**config.mk**
```make
export PLATFORM = sky130hd
export DESIGN_NAME = dbg_view_sel
export DESIGN_NICKNAME = d
export VERILOG_FILES = /design/src/rtl/dbg_view_pkg.sv /design/src/rtl/dbg_scan_timer.sv /design/src/rtl/dbg_view_sel.sv
export SDC_FILE = /design/constraint.sdc
export NUM_CORES = 1
export LEC_CHECK = 0
export BUFFER_PORTS_ARGS = -buffer_cell sky130_fd_sc_hd__buf_4
export CAP_MARGIN = 30
export CORE_MARGIN = 5
export CORE_UTILIZATION = 40
export CTS_CLUSTER_SIZE = 12
export DETAILED_ROUTE_END_ITERATION = 10
export PLACE_DENSITY = 0.77
export RECOVER_POWER = 25
export SLEW_MARGIN = 25
export SYNTH_ARGS = -nofsm -noshare
export SYNTH_HDL_FRONTEND = slang
export SYNTH_HIERARCHICAL = 1
export SYNTH_SLANG_ARGS = --single-unit
```
**constraint.sdc**
```tcl
create_clock -name clk -period 7.7 [get_ports clk]
set_clock_uncertainty 0.05 [all_clocks]
set_input_delay 1.155 -clock clk [delete_from_list [all_inputs] [get_ports clk]]
set_output_delay 1.155 -clock clk [all_outputs]
set_load 0.02 [all_outputs]
```
**src/rtl/dbg_view_pkg.sv**
```systemverilog
// Shared definitions for the debug-display selector: mode encodings, FSM state type
// and the default channel assignment of the CPU statistics words.
package dbg_view_pkg;

  localparam logic [1:0] MODE_MANUAL = 2'b00;
  localparam logic [1:0] MODE_SCAN   = 2'b01;
  localparam logic [1:0] MODE_HOLD   = 2'b10;

  typedef enum logic [1:0] {
    StManual = 2'b00,
    StScan   = 2'b01,
    StHold   = 2'b10
  } state_e;

  localparam int unsigned CH_SYSCALL  = 0;
  localparam int unsigned CH_PC       = 1;
  localparam int unsigned CH_CYCLES   = 2;
  localparam int unsigned CH_JUMP     = 3;
  localparam int unsigned CH_BR_TAKEN = 4;
  localparam int unsigned CH_BRANCH   = 5;
  localparam int unsigned CH_MDATA    = 6;
  localparam int unsigned CH_LOADUSE  = 7;

  // Mode 2'b11 is not a distinct mode; it falls back to manual selection.
  function automatic state_e mode_to_state(input logic [1:0] mode);
    case (mode)
      MODE_SCAN: return StScan;
      MODE_HOLD: return StHold;
      default:   return StManual;
    endcase
  endfunction

endpackage

```
**src/rtl/dbg_scan_timer.sv**
```systemverilog
// Auto-scan timer: dwell counter, channel index advance and wrap pulse.
// idx_next is the index that will be current after the coming edge, so the top can
// register the matching channel word in the same cycle.
module dbg_scan_timer
  import dbg_view_pkg::*;
#(
  parameter int unsigned NUM_CH  = 8,
  parameter int unsigned SEL_W   = 4,
  parameter int unsigned DWELL_W = 24
) (
  input  logic               clk,
  input  logic               reset,
  input  logic               load,
  input  logic               run,
  input  logic [SEL_W-1:0]   load_idx,
  input  logic [DWELL_W-1:0] dwell,
  output logic [SEL_W-1:0]   idx_next,
  output logic               wrap
);

  localparam logic [SEL_W-1:0] LastIdx = SEL_W'(NUM_CH - 1);

  logic [SEL_W-1:0]   idx_q, idx_d;
  logic [DWELL_W-1:0] cnt_q, cnt_d, dwell_m1;
  logic               wrap_q, wrap_d;

  // A dwell of 0 behaves like 1; >= lets a shortened dwell take effect immediately.
  assign dwell_m1 = (dwell == '0) ? '0 : dwell - DWELL_W'(1);

  // Next-state: load on scan entry, count/advance while scanning, otherwise stand still.
  always_comb begin
    idx_d  = idx_q;
    cnt_d  = cnt_q;
    wrap_d = 1'b0;
    if (load) begin
      idx_d = load_idx;
      cnt_d = '0;
    end else if (run) begin
      if (cnt_q >= dwell_m1) begin
        cnt_d = '0;
        if (idx_q == LastIdx) begin
          idx_d  = '0;
          wrap_d = 1'b1;
        end else begin
          idx_d = idx_q + SEL_W'(1);
        end
      end else begin
        cnt_d = cnt_q + DWELL_W'(1);
      end
    end
  end

  // Timer state registers.
  always_ff @(posedge clk) begin
    if (reset) begin
      idx_q  <= '0;
      cnt_q  <= '0;
      wrap_q <= 1'b0;
    end else begin
      idx_q  <= idx_d;
      cnt_q  <= cnt_d;
      wrap_q <= wrap_d;
    end
  end

  assign idx_next = idx_d;
  assign wrap     = wrap_q;

endmodule

```
**src/rtl/dbg_view_sel.sv**
```systemverilog
// Registered debug-display selector: manual, auto-scan and hold views of the CPU
// statistic channels. Define DBG_VIEW_SNAPSHOT_EN to add the snap input and a shadow
// bank so the display reads a coherent snapshot of all counters.
module dbg_view_sel
  import dbg_view_pkg::*;
#(
  parameter int unsigned DATA_W  = 32,
  parameter int unsigned NUM_CH  = 8,
  parameter int unsigned SEL_W   = 4,
  parameter int unsigned DWELL_W = 24
) (
  input  logic                     clk,
  input  logic                     reset,
`ifdef DBG_VIEW_SNAPSHOT_EN
  input  logic                     snap,
`endif
  input  logic [NUM_CH*DATA_W-1:0] ch_data,
  input  logic [SEL_W-1:0]         sel,
  input  logic [1:0]               mode,
  input  logic [DWELL_W-1:0]       dwell,
  output logic [DATA_W-1:0]        view_out,
  output logic [SEL_W-1:0]         view_ch,
  output logic                     scan_wrap
);

  localparam logic [SEL_W-1:0] LastIdx = SEL_W'(NUM_CH - 1);

  state_e              state_q, state_d;
  logic [DATA_W-1:0]   view_out_q, view_out_d, man_word, scan_word;
  logic [SEL_W-1:0]    view_ch_q, view_ch_d, idx_next, load_idx;
  logic                scan_load, scan_run, wrap;
  logic [NUM_CH*DATA_W-1:0] src;

`ifdef DBG_VIEW_SNAPSHOT_EN
  logic [NUM_CH*DATA_W-1:0] shadow_q;

  // Shadow bank captures every channel at once; keeps capturing even during hold.
  always_ff @(posedge clk) begin
    if (reset) begin
      shadow_q <= '0;
    end else if (snap) begin
      shadow_q <= ch_data;
    end
  end

  assign src = shadow_q;
`else
  assign src = ch_data;
`endif

  assign state_d   = mode_to_state(mode);
  assign scan_load = (state_d == StScan) && (state_q != StScan);
  assign scan_run  = (state_d == StScan) && (state_q == StScan);
  assign load_idx  = (sel > LastIdx) ? LastIdx : sel;

  dbg_scan_timer #(
    .NUM_CH  (NUM_CH),
    .SEL_W   (SEL_W),
    .DWELL_W (DWELL_W)
  ) u_timer (
    .clk      (clk),
    .reset    (reset),
    .load     (scan_load),
    .run      (scan_run),
    .load_idx (load_idx),
    .dwell    (dwell),
    .idx_next (idx_next),
    .wrap     (wrap)
  );

  // Channel muxes; an out-of-range manual select yields zero.
  always_comb begin
    man_word  = '0;
    scan_word = '0;
    for (int unsigned k = 0; k < NUM_CH; k++) begin
      if (sel == SEL_W'(k)) man_word = src[k*DATA_W +: DATA_W];
      if (idx_next == SEL_W'(k)) scan_word = src[k*DATA_W +: DATA_W];
    end
  end

  // Output next-state, chosen by the state being entered this edge.
  always_comb begin
    view_out_d = view_out_q;
    view_ch_d  = view_ch_q;
    unique case (state_d)
      StManual: begin
        view_out_d = man_word;
        view_ch_d  = sel;
      end
      StScan: begin
        view_out_d = scan_word;
        view_ch_d  = idx_next;
      end
      default: ;
    endcase
  end

  // State and output registers.
  always_ff @(posedge clk) begin
    if (reset) begin
      state_q    <= StManual;
      view_out_q <= '0;
      view_ch_q  <= '0;
    end else begin
      state_q    <= state_d;
      view_out_q <= view_out_d;
      view_ch_q  <= view_ch_d;
    end
  end

  assign view_out  = view_out_q;
  assign view_ch   = view_ch_q;
  assign scan_wrap = wrap;

endmodule

```
# [Yosys cells after proc, flatten, opt, wreduce, memory -nomap -nowiden]
# Index checks and enable logic that the tools add are counted.
[op_classes] add_sub_neg=3 order_cmp=2 eq_ne=20 mux=27 bitwise=2 reduce_logical=9
[op_table] operator="$mux W32" count=16
[op_table] operator="$pmux W32 S2" count=1
[op_table] operator="$mux W24" count=2
[op_table] operator="$eq A4 B3 Y1 const B" count=9
[op_table] operator="$add A24 B1 Y24 const B" count=1
[op_table] operator="$ge A24 B24 Y1" count=1
[op_table] operator="$logic_not A24 Y1" count=1
[op_table] operator="$sub A24 B1 Y24 const B" count=1
[op_table] operator="$mux W4" count=5
[op_table] operator="$eq A4 B2 Y1 const B" count=4
[op_table] operator="$eq A4 B1 Y1 const B" count=2
[op_table] operator="$logic_not A4 Y1" count=2
[op_table] operator="$pmux W4 S2" count=1
[op_table] operator="$eq A2 B1 Y1 const B" count=3
[op_table] operator="$add A4 B1 Y4 const B" count=1
[op_table] operator="$gt A4 B3 Y1 const B" count=1
[op_table] operator="$pmux W2 S2" count=1
[op_table] operator="$reduce_or A4 Y1" count=1
[op_table] operator="$eq A2 B2 Y1 const B" count=1
[op_table] operator="$logic_and A1 B1 Y1" count=2
[op_table] operator="$logic_not A2 Y1" count=1
[op_table] operator="$ne A2 B1 Y1 const B" count=1
[op_table] operator="$not A1 Y1" count=2
[op_table] operator="$reduce_bool A2 Y1" count=1
[op_table] operator="2 further kinds" count=2
[totals] ff_bits=67 out_inout_bits=37

# [Longest topological paths before layout]
# Gate-level depths: netlist (run 1).
[depth] ltp_word=16 ltp_mapped=24

# [Modules after synthesis]
# The synthesis (run 1) kept the hierarchy.
[modules_own_cells] module="dbg_view_sel" instances=1 cells_each=889 area_each_um2=6690.2
[modules_own_cells] module="dbg_scan_timer" instances=1 cells_each=310 area_each_um2=2424.8

# [Worst setup path before layout (run 1)]
# Ideal clock, no wire load.
[synth_timing] path_kind="input-to-reg" startpoint="input port dwell[13]" endpoint="register view_out_q[21], in the netlist view_out[21]" setup_ns=0.117 arrival_time_ns=5.938 slack_ns=1.596 stages=21 path_buffers=3 cell_sequence="or4_4 nor4_4 or3b_4 or3_1 nor3_1 a21oi_1 ha_1 nand4_1 nor4_2 o211ai_1 o211a_1 or4_1 a31oi_1 buf_6 nor2b_1 buf_4 and3_1 buf_4 a211oi_1 a311oi_1 a22o_1"
[synth_via] elab_chain_len=16
[synth_rtl] element="from (decl)" line="dbg_view_sel.sv:20" rtl="input logic [DWELL_W-1:0] dwell,"
[synth_rtl] element="$sub A24 B1 Y24 / $logic_not A24 Y1 (equally long branches)" line="dbg_scan_timer.sv:28" rtl="assign dwell_m1 = (dwell == '0) ? '0 : dwell - DWELL_W'(1);"
[synth_rtl] element="$mux W24 *" line="dbg_scan_timer.sv:28"
[synth_rtl] element="$ge A24 B24 Y1 *" line="dbg_scan_timer.sv:39" rtl="if (cnt_q >= dwell_m1) begin"
[synth_rtl] element="$mux W4 *" line="dbg_scan_timer.sv:39"
[synth_rtl] element="$mux W4 *" line="dbg_scan_timer.sv:38" rtl="end else if (run) begin"
[synth_rtl] element="$mux W4 *" line="dbg_scan_timer.sv:35" rtl="if (load) begin"
[synth_rtl] element="net idx_next[3]" line="dbg_view_sel.sv:30" rtl="logic [SEL_W-1:0] view_ch_q, view_ch_d, idx_next, load_idx;"
[synth_rtl] element="$logic_not A4 Y1" line="dbg_view_sel.sv:77" rtl="if (idx_next == SEL_W'(k)) scan_word = src[k*DATA_W +: DATA_W];"
[synth_rtl] element="$mux W32 (7 in series)" line="dbg_view_sel.sv:77"
[synth_rtl] element="$mux W32 *" line="dbg_view_sel.sv:77"
[synth_rtl] element="$pmux W32 S2 *" line="dbg_view_sel.sv:85" rtl="unique case (state_d)"
[synth_rtl] element="to (signal assigned)" line="dbg_view_sel.sv:106" rtl="view_out_q <= view_out_d;"
[synth_rtl] element="to (decl)" line="dbg_view_sel.sv:29" rtl="logic [DATA_W-1:0] view_out_q, view_out_d, man_word, scan_word;"
# The timed path passes the listed nets; every way through them passes the cells marked *.
# A chain may end at the register's enable or synchronous reset.

# [Worst setup path in the final report (run 1)]
# Ends and elaborated chain as after synthesis.

==> results of run 1 <==
## tightest hold or removal path: stages, from the launching register on
cell	delay (ns)
dfxtp_1	0.31
nand2_1	0.05
a22oi_1	0.08
## cell families after synthesis
family / after synthesis / share of synthesized area [%]
AND/OR/NAND/NOR: 428 / 24.6
AO/OA/AOI/OAI: 406 / 31.3
buffers and inverters: 143 / 8.77
multiplexers: 86 / 12.9
flip-flops: 67 / 14.7
XOR/XNOR: 40 / 3.84
adder cells (fa/ha/maj): 28 / 3.84
other: 1 / 0.0411
## cell usage after synthesis, types with 16 or more instances
cell type	number	area share, %
a21oi_1	96	5.3
a31oi_1	22	1.5
buf_2	34	1.9
buf_4	18	1.5
clkbuf_1	29	1.2
dfxtp_1	67	15
ha_1	28	3.8
inv_1	38	1.6
mux2_2	23	2.8
mux2i_1	38	4.2
mux4_2	23	5.7
nand2_1	89	3.7
nand2b_1	19	1.3
nand3_1	22	1.2
nor2_1	129	5.3
nor2b_1	53	3.6
nor3_1	17	0.93
o2111a_1	16	2.0
o21ai_0	58	3.2
o221ai_1	24	2.3
o22ai_1	46	3.2
or4_1	18	1.5
xnor2_1	18	1.7
xor2_1	22	2.1
## power breakdown
part	switching [mW]	internal (mW)	total (mW)	leakage, nW
registers	0.0196	0.369	0.389	0.548
logic	0.393	0.308	0.701	4.15
clock network	0.187	0.253	0.440	0.146
## stage by stage
stage,std cells,setup slack (ns)
2_1_floorplan,1199,1.60
3_3_place_gp,1730,0.875
3_5_place_dp,1730,0.760
4_1_cts,1746,1.12
5_1_grt,1747,0.640
6_report,1747,1.04
## per-layer routing
| layer | vias to the layer above | GRT usage, % | wire (um) |
|---|---|---|---|
| li1 | 5082 | - | - |
| met1 | 5185 | 36.8 | 15000 |
| met2 | 831 | 47.1 | 18800 |
| met3 | 195 | 7.88 | 4930 |
| met4 | 2 | 18.5 | 2590 |
| met5 | - | 0 | 13 |
## registers in the layout, summed over array words and instances, names as in the netlist
| register | count |
|---|---|
| state_q | 2 |
| u_timer/idx_q | 4 |
| u_timer/wrap | 1 |
| view_out | 32 |
| u_timer/cnt_q | 24 |
| view_ch | 4 |
## how the worst max path moves through the flow
| stage | startpoint | to | slack (ns) | cells past startpoint |
|---|---|---|---|---|
| CTS | dwell[13] | view_out[21]$_SDFFE_PP0P_ | 1.12 | 22 |
| global placement | dwell[13] | view_out[21]$_SDFFE_PP0P_ | 0.87 | 22 |
| finish | dwell[13] | view_out[21]$_SDFFE_PP0P_ | 1.04 | 22 |
| floorplan | dwell[13] | view_out[21]$_SDFFE_PP0P_ | 1.60 | 21 |
| global route | dwell[9] | view_out[21]$_SDFFE_PP0P_ | 0.64 | 22 |
| detailed placement | dwell[13] | view_out[21]$_SDFFE_PP0P_ | 0.76 | 22 |
## cell type report
| class | instances | area [um^2] |
|---|---|---|
| tap | 285 | 357 |
| clock buffer | 9 | 225 |
| multi-input combinational | 989 | 7020 |
| timing repair buffer | 351 | 2560 |
| sequential | 67 | 1340 |
| inverter | 39 | 146 |
| clock inverter | 7 | 77.6 |
| fill | 2225 | 10800 |
==> summary.txt, run 1 <==
Run status
  • Outcome: finished clean

Timing
  • Slew Limit Fails: 0
  • Min Tclk post-route: roughly 6.7 ns
  • Final hold vios: 0
  • Finish-stage setup viols: 0
  • Final period util: just under 90%
  • Maximum clock rate: roughly 150 MHz
  • WHS: ~0.44 ns
  • RSZ-0062 raised after global routing: false
  • Setup tns final: 0 ns
  • Least-Margin Pin Slew: roughly 0.98 ns
  • Rel. slew slack: around 34%

Clocking
  • # resized after CTS: 0
  • Hold buffer count at cts: 0
  • Post CTS Setup Buffer Count: 0
  • Clock insertion delay at the later pin of the skew report: around 0.36 ns
  • Clk sinks: 67
  • CTS tree: done
  • Clock-pin slew on the worst setup and hold paths: 0.07 ns
  • Clock H-tree levels: 3
  • Num CTS Buffers: 9
  • Root Buffer: clkbuf_16
  • Bufs on Longest Clock Path: 2

Final layout
  • P&R area growth vs syn: 28.6%
  • Antenna diodes: 0
  • Post-route design area: around 0.012 mm^2
  • Layout cells sized above 1: 29.2%
  • Commonest non-fill, non-tap cells in the layout: 323 x buf_4, 129 x nor2_1, 96 x a21oi_1
  • Nets: approximately 1800
  • Commonest non-fill, non-tap cell in the layout: buf_4
  • Final core utilization: approximately half

Flow run
  • Maxcap violations: 0

Hold path
  • Hold EP: view_out[26]$_SDFFE_PP0P_
  • HP Start: view_out[26]$_SDFFE_PP0P_
  • Worst hold-check path type: flip-flop to flip-flop
  • Hold path cells: 2

Routing
  • 1st-iter DRT viols: roughly 1300
  • Avg WL per Cell: 23.6 um
  • Routed WL: roughly 41 mm
  • Via density: between 6 and 7
  • Residual DRC count: 0
  • Via count: between 10000 and 15000
  • Drt pass-1 iters: 7
  • Antenna Nets Post-Route: 0

Synthesis
  • Yosys Warn Count: 6
  • Synthesized instance count: 1199
  • Synth Flop Type: dfxtp_1
  • Syn nets: approximately 1500
  • Unique masters post-synth: 88
  • Mapped Area: approximately 0.009 mm^2
  • Register bit total from synthesis: 67
  • Post-synth ARST share: 0%
  • EDFF count, synth: 0
  • Seq/Total Area, Yosys: about 15%
  • Mean Syn Cell Area: 7.60 um^2

Floorplanning
  • Core area: roughly 0.023 mm^2
  • Die H: between 150 and 200 um
  • Die Wd: ~160 um
  • Initial core utilization: around two fifths
  • Die area: 0.0259 mm^2
  • Io pins: around 330
  • Rows: 55

Placed design
  • DP HPWL: 30.8 mm
  • Placed Area: approximately 0.012 mm^2
  • GPL Wtd Cong: about 1.0
  • I/O Buffers: around 320

GRT
  • Largest net degree at the start of global routing: 79
  • Number of global-route vias before repair: between 10000 and 15000
  • Grt total ovfl: 0
  • Initial antenna violation count: 1
  • Gr usage total: a little under a third
  • First-pass GRT wire length: about 63 mm

Worst setup path
  • CP max stage cell: or4_4
  • Reg2Reg Launch Point: u_timer/cnt_q[19]$_SDFFE_PP0P_
  • Worst path cell trace: buf_4 -> or4_4 -> nor4_4 -> or3b_4 -> or3_1 -> nor3_1 -> a21oi_1 -> ha_1 -> nand4_1 -> nor4_2 -> o211ai_1 -> o211ai_1 -> a211oi_1 -> nor3_2 -> buf_12 -> buf_4 -> nand4b_1 -> buf_4 -> o21a_1 -> a21oi_1 -> a311oi_1 -> a22o_1
  • Worst R2R Setup Slack: 3.40 ns
  • Crit Path Class: primary input to flip-flop
  • CP delay by family, top: simple AND/OR/NAND/NOR gates
  • WP buf/inv: 4
  • Critical Path RT: 7.90 ns
  • Crit-path most repeated cell: buf_4
  • Reg-to-reg endpoint: view_out[21]$_SDFFE_PP0P_
  • Crit. End Element: flip-flop
  • Worst EP arrival: roughly 6.9 ns
  • Worst-path maximum fanout: 78
  • Reg2Reg Depth: 15
  • CP max stage delay: between 0.5 and 0.6 ns
  • Crit path launch type: primary input

Power
  • Maximum vdd drop: approximately 0.000098 V
  • Pwr Total: between 1.5 and 2 mW
  • Leak: 4.85 nW
  • Pwr Density: roughly 130 mW/mm^2
Power figures use the tool's default switching activity.
==> run 2: changes to the inputs <==
CORE_UTILIZATION = 52   (was 40)
PLACE_DENSITY = 0.93   (was 0.77)
==> run 2 against run 1 <==
Effect of this change:
- worst setup slack got worse by 0.12 ns
- via count increased by 3.3%
- sequential power about the same
- worst hold slack improved by 0.013 ns
- final cell count decreased by 3.7%
- clock power increased by 11%
- global-route usage increased by 8.1 points
- largest cell class unchanged
==> summary.txt, run 2 (same netlist as run 1, synthesis figures left out) <==
Run status
  • Outcome: finished clean

Worst setup path
  • CP max stage delay: 0.77 ns (+0.20 ns)
  • CP max stage cell: and3b_1
  • Reg-to-reg endpoint: view_out[30]$_SDFFE_PP0P_
  • Crit. End Element: flip-flop
  • Crit path launch type: primary input
  • Critical Path RT: 7.91 ns (about the same)
  • Worst R2R Setup Slack: 3.29 ns (-0.11 ns)
  • Worst path cell trace: buf_4 -> or4_1 -> nor3_1 -> nand3_1 -> or3_1 -> nor3_1 -> a21oi_1 -> ha_1 -> nand4_1 -> nor4_2 -> o211ai_1 -> o211ai_1 -> a211oi_1 -> nor3_2 -> buf_4 -> and3b_1 -> a21oi_1 -> o2111a_1 -> o32ai_2
  • Worst EP arrival: 6.99 ns (+0.13 ns)
  • Reg2Reg Launch Point: u_timer/cnt_q[19]$_SDFFE_PP0P_
  • Reg2Reg Depth: 12 (-3)
  • Worst-path maximum fanout: 19 (-76%)
  • Crit Path Class: primary input to flip-flop

Floorplanning
  • Die Wd: 142 um (-12%)
  • Io pins: 325 (unchanged)
  • Rows: 48 (-13%)
  • Core area: 0.0172 mm^2 (-24%)
  • Die area: 0.0203 mm^2 (-22%)
  • Die H: 142 um (-12%)
  • Initial core utilization: 52.9% (+12 points)

Final layout
  • Final Non-Filler Cells: 1683 (-3.7%)
  • Commonest non-fill, non-tap cell in the layout: buf_4
  • Commonest non-fill, non-tap cells in the layout: 316 x buf_4, 128 x nor2_1, 96 x a21oi_1
  • Antenna diodes: 0 (unchanged)
  • Largest register FFs: 32 (unchanged)
  • Fill cells: 1451 (-35%)
  • Nets: 1769 (-0.23%)
  • P&R area growth vs syn: 28.3%
  • Layout cells sized above 1: 29.0% (-0.19 points)

GRT
  • Gr usage total: 38.1% (+8.1 points)
  • Initial antenna violation count: 1 (unchanged)
  • Grt total ovfl: 0 (unchanged)
  • Number of global-route vias before repair: 11300 (+0.53%)
  • First-pass GRT wire length: 61.3 mm (-2.0%)
  • Largest net degree at the start of global routing: 87 (+10%)

Placed design
  • Pre-CTS setup slack: 0.745 ns (-0.0157 ns)
  • DP HPWL: 30.0 mm (-2.7%)
  • I/O Buffers: 324 (unchanged)
  • GPL Wtd Cong: 1.07 (+6.2%)
  • Placed Cells: 1666 (-3.7%)

Hold path
  • Worst hold-check path type: flip-flop to flip-flop
  • HP Start: view_out[26]$_SDFFE_PP0P_
  • Hold EP: view_out[26]$_SDFFE_PP0P_
  • Hold path cells: 2 (unchanged)

Timing
  • Least-Margin Pin Slew: 1.00 ns (+0.0198 ns)
  • Finish-stage setup viols: 0 (unchanged)
  • Final period util: 88.0% (+1.6 points)
  • Maximum clock rate: 148 MHz (-1.8%)
  • Rel. slew slack: 33.0% (-1.5 points)
  • RSZ-0062 raised after global routing: false
  • Slew Limit Fails: 0 (unchanged)
  • Setup WS post-layout: 0.924 ns (-0.120 ns)
  • Final hold vios: 0 (unchanged)
  • Setup tns final: 0 ns (unchanged)
  • Min Tclk post-route: 6.78 ns (+0.120 ns)

Clocking
  • Num CTS Buffers: 9 (unchanged)
  • Bufs on Longest Clock Path: 2 (unchanged)
  • Clock-pin slew on the worst setup and hold paths: 0.06 ns (about the same)
  • Clock H-tree levels: 3 (unchanged)
  • Hold buffer count at cts: 0 (unchanged)
  • Clk sinks: 67 (unchanged)
  • Root Buffer: clkbuf_16
  • Clock insertion delay at the later pin of the skew report: 0.35 ns (about the same)
  • Post CTS Setup Buffer Count: 0 (unchanged)
  • # resized after CTS: 0 (unchanged)
  • CTS tree: done

Power
  • Pwr Total: 1.58 mW (+3.2%)
  • Leak: 4.86 nW (+0.26%)
  • Pwr Density: 135 mW/mm^2 (+3.4%)
  • Maximum vdd drop: 0.000124 V (+26%)

Routing
  • Avg WL per Cell: 24.2 um (+2.3%)
  • Antenna Nets Post-Route: 0 (unchanged)
  • Residual DRC count: 0 (unchanged)
  • Via density: 6.93 (+7.2%)
  • Drt pass-1 iters: 6 (-1)
  • Via count: 11700 (+3.3%)
  • 1st-iter DRT viols: 1403 (+4.1%)
  • Routed WL: 40.7 mm (-1.5%)

Flow run
  • Maxcap violations: 0 (unchanged)
-- run 2: metrics by stage --
| stage | hold slack [ns] | util (%) | cell area (um^2) |
|---|---|---|---|
| 2_1_floorplan | 0.420 | - | 9110 |
| 3_3_place_gp | 0.433 | 66.1 | 11400 |
| 3_5_place_dp | 0.447 | 66.4 | 11400 |
| 4_1_cts | 0.457 | 68.3 | 11800 |
| 5_1_grt | 0.485 | 67.9 | 11700 |
| 6_report | 0.457 | 67.9 | 11700 |
-- run 2: where the power goes --
| group | total, mW | internal (mW) | switching (mW) |
|---|---|---|---|
| combinational | 0.703 | 0.307 | 0.396 |
| clock | 0.487 | 0.316 | 0.171 |
| sequential | 0.388 | 0.369 | 0.0191 |
-- run 2: worst max path at each step --
stage,cells past startpoint,end,startpoint
floorplan,21,view_out[21]$_SDFFE_PP0P_,dwell[13]
global placement,21,view_out[9]$_SDFFE_PP0P_,dwell[13]
detailed placement,21,view_out[9]$_SDFFE_PP0P_,dwell[9]
CTS,19,view_out[30]$_SDFFE_PP0P_,dwell[9]
global route,21,view_out[9]$_SDFFE_PP0P_,dwell[9]
finish,19,view_out[30]$_SDFFE_PP0P_,dwell[9]
-- run 2: cell type report --
class	instances	area, um^2	area share (%)
multi-input cells	989	7020	60.0
repair buffers	347	2570	21.9
clock inverters	7	116	0.995
inverters	39	146	1.25
flip-flops and latches	67	1340	11.5
clock buffers	9	225	1.93
well taps	225	282	2.41
-- run 2: worst max-delay path: cells and delay by family --
kind	cells	cell delay [ns]
compound gates	7	1.59
fa+ha+maj	1	0.31
buf+inv	2	0.43
simple gates	9	3.48
-- run 2: per-layer routing --
layer,GRT usage [%],vias up,part of all wire (%)
met5,0,-,0.017
met4,21.5,2,7.0
met3,9.27,281,13
met2,62.5,1011,46
met1,45.8,5295,34
li1,-,5077,-
==> run 3: changes to the inputs <==
PLACE_DENSITY = 0.85   (was 0.93)
==> run 3 against run 2 <==
Effect of this change:
- critical path depth increased by 2
- sequential cell count unchanged
- maximum frequency increased by 0.37%
- non-clock buffer count increased by 2
- critical path type unchanged
- largest cell class unchanged
==> summary.txt, run 3 (same netlist as run 1, synthesis figures left out) <==
Worst setup path
  • Worst path cell trace: buf_4 -> or4_4 -> nor4_4 -> or3b_4 -> or3_1 -> nor3_1 -> a21oi_1 -> ha_1 -> nand4_1 -> nor4_2 -> o211ai_1 -> o211ai_1 -> a211oi_1 -> nor3_2 -> buf_4 -> buf_4 -> or2_1 -> buf_4 -> o221ai_1 -> o2111a_1 -> o41ai_2
  • CP max stage cell: or4_4
  • Crit path launch type: primary input
  • Worst EP arrival: 6.94 ns (-0.05 ns)
  • Critical Path RT: 7.89 ns (-0.02 ns)
  • CP max stage delay: 0.57 ns (-0.20 ns)
  • Worst-path maximum fanout: 34 (+15)
  • Crit. End Element: flip-flop
  • Crit-path most repeated cell: buf_4
  • Crit Path Class: primary input to flip-flop

Power
  • Pwr Total: 1.47 mW (-6.6%)
  • Combinational Power Share: 47.1% (+2.5 points)
  • Sw frac: 39.0% (+1.9 points)
  • Maximum vdd drop: 0.000119 V (-3.7%)
  • P_sw: 575 uW (-1.9%)
  • Int Power: 900 uW (-9.4%)
  • Reg power frac: 26.4% (+1.8 points)
  • Pwr Density: 127 mW/mm^2 (-5.9%)
  • Leak: 4.82 nW (-0.81%)
  • Clock power frac: 26.5% (-4.3 points)

GRT
  • Gr usage total: 37.2% (-0.99 points)
  • Initial antenna violation count: 0 (-1)
  • Number of global-route vias before repair: 11100 (-1.7%)
  • First-pass GRT wire length: 60.2 mm (-1.7%)
  • Largest net degree at the start of global routing: 61 (-30%)
  • Grt total ovfl: 0 (unchanged)

Floorplanning
  • Initial core utilization: 52.9% (unchanged)
  • Io pins: 325 (unchanged)
  • Die Wd: 142 um (unchanged)
  • Core area: 0.0172 mm^2 (unchanged)
  • Die H: 142 um (unchanged)
  • Rows: 48 (unchanged)
  • Die area: 0.0203 mm^2 (unchanged)

Timing
  • Min Tclk post-route: 6.75 ns (-0.0248 ns)
  • Rel. slew slack: 31.0% (-1.9 points)
  • Setup tns final: 0 ns (unchanged)
  • Final period util: 87.7% (-0.32 points)
  • Finish-stage setup viols: 0 (unchanged)
  • Least-Margin Pin Slew: 1.03 ns (+0.0317 ns)
  • Slew Limit Fails: 0 (unchanged)
  • Final hold vios: 0 (unchanged)
  • Maximum clock rate: 148 MHz (+0.37%)
  • RSZ-0062 raised after global routing: false

Clocking
  • Clock-pin slew on the worst setup and hold paths: 0.06 ns (about the same)
  • Post CTS Setup Buffer Count: 0 (unchanged)
  • Root Buffer: clkbuf_16
  • Bufs on Longest Clock Path: 2 (unchanged)
  • CTS tree: done
  • Clk sinks: 67 (unchanged)
  • Hold buffer count at cts: 0 (unchanged)
  • # resized after CTS: 0 (unchanged)
  • Clock insertion delay at the later pin of the skew report: 0.34 ns (about the same)
  • Clock H-tree levels: 3 (unchanged)
  • Num CTS Buffers: 9 (unchanged)

Routing
  • Routed WL: 39.3 mm (-3.4%)
  • Residual DRC count: 0 (unchanged)
  • Drt pass-1 iters: 7 (+1)
  • Antenna Nets Post-Route: 0 (unchanged)
  • Avg WL per Cell: 23.3 um (-3.5%)
  • 1st-iter DRT viols: 1468 (+4.6%)
  • Via count: 11400 (-2.7%)
  • Via density: 6.74 (-2.8%)

Final layout
  • Commonest non-fill, non-tap cells in the layout: 321 x buf_4, 128 x nor2_1, 96 x a21oi_1
  • Commonest non-fill, non-tap cell in the layout: buf_4
  • Layout cells sized above 1: 29.1% (+0.049 points)
  • P&R area growth vs syn: 27.3%
  • Nets: 1771 (+0.11%)
  • Largest register FFs: 32 (unchanged)

Run status
  • Outcome: finished clean

Hold path
  • Worst hold-check path type: flip-flop to flip-flop

Flow run
  • Maxcap violations: 0 (unchanged)

Placed design
  • DP HPWL: 29.4 mm (-2.0%)
  • I/O Buffers: 324 (unchanged)
  • GPL Wtd Cong: 0.974 (-9.0%)
[run 3: cell types whose count changed in the layout (fill, tap and decap cells not counted), sizes merged]
cell	previous run	this run
clkbuf	35	36
buf	321	323
clkinvlp	1	2
diode	0	1
bufinv	3	0
[run 3: metal layers]
layer	wire length (um)	up-vias	share of wire [%]	GRT usage, %
li1	-	5079	-	-
met1	13800	5190	35	45.0
met2	17900	873	46	59.7
met3	5180	209	13	10.6
met4	2430	0	6.2	19.9
met5	0	-	0	0
[run 3: final timing paths]
path | start | endpoint | slack [ns] | depth (start not counted)
hold / removal | u_timer/cnt_q[0]$_SDFFE_PP0P_ | u_timer/cnt_q[0]$_SDFFE_PP0P_ | 0.46 | 2
setup / recovery | dwell[13] | view_out[8]$_SDFFE_PP0P_ | 0.95 | 21
hold reg to reg | u_timer/cnt_q[0]$_SDFFE_PP0P_ | u_timer/cnt_q[0]$_SDFFE_PP0P_ | 0.46 | 2
setup reg to reg | u_timer/cnt_q[19]$_SDFFE_PP0P_ | view_out[8]$_SDFFE_PP0P_ | 3.30 | 14
[run 3: layout make-up]
cell class / instances / area (um^2)
fillers: 1501 / 5630
multi-input cells: 989 / 7020
repair buffers: 349 / 2540
inverters: 39 / 146
well taps: 225 / 282
diodes: 1 / 2.50
flip-flops and latches: 67 / 1340
clock inverters: 5 / 30.0
clock buffers: 10 / 239
[run 3: power groups by stage]
stage	sequential, mW	clock (mW)	combinational, mW
detailed placement	0.395	0	0.684
global placement	0.395	0	0.674
global route	0.390	0.407	0.736
floorplan	0.413	0	0.392
finish	0.389	0.391	0.695
CTS	0.388	0.386	0.686
[run 3: critical path: cells and delay by family]
kind,cells,cell delay [ns]
and+or+nand+nor,9,2.90
AOI/OAI and AO/OA,7,1.47
buffers and inverters,4,1.10
adders and majority gates,1,0.31
[run 3: through the flow]
step           utilization, %  hold WS (ns)  setup slack [ns]  instances  instance area [um^2]
5_1_grt                  67.3         0.471             0.518       1684                 11600
6_report                 67.3         0.464             0.949       1685                 11600
3_5_place_dp             66.2         0.449             0.684       1668                 11400
4_1_cts                  67.8         0.459              1.01       1683                 11700
2_1_floorplan               -         0.420              1.60       1199                  9110
3_3_place_gp             66.2         0.443             0.891       1668                 11400
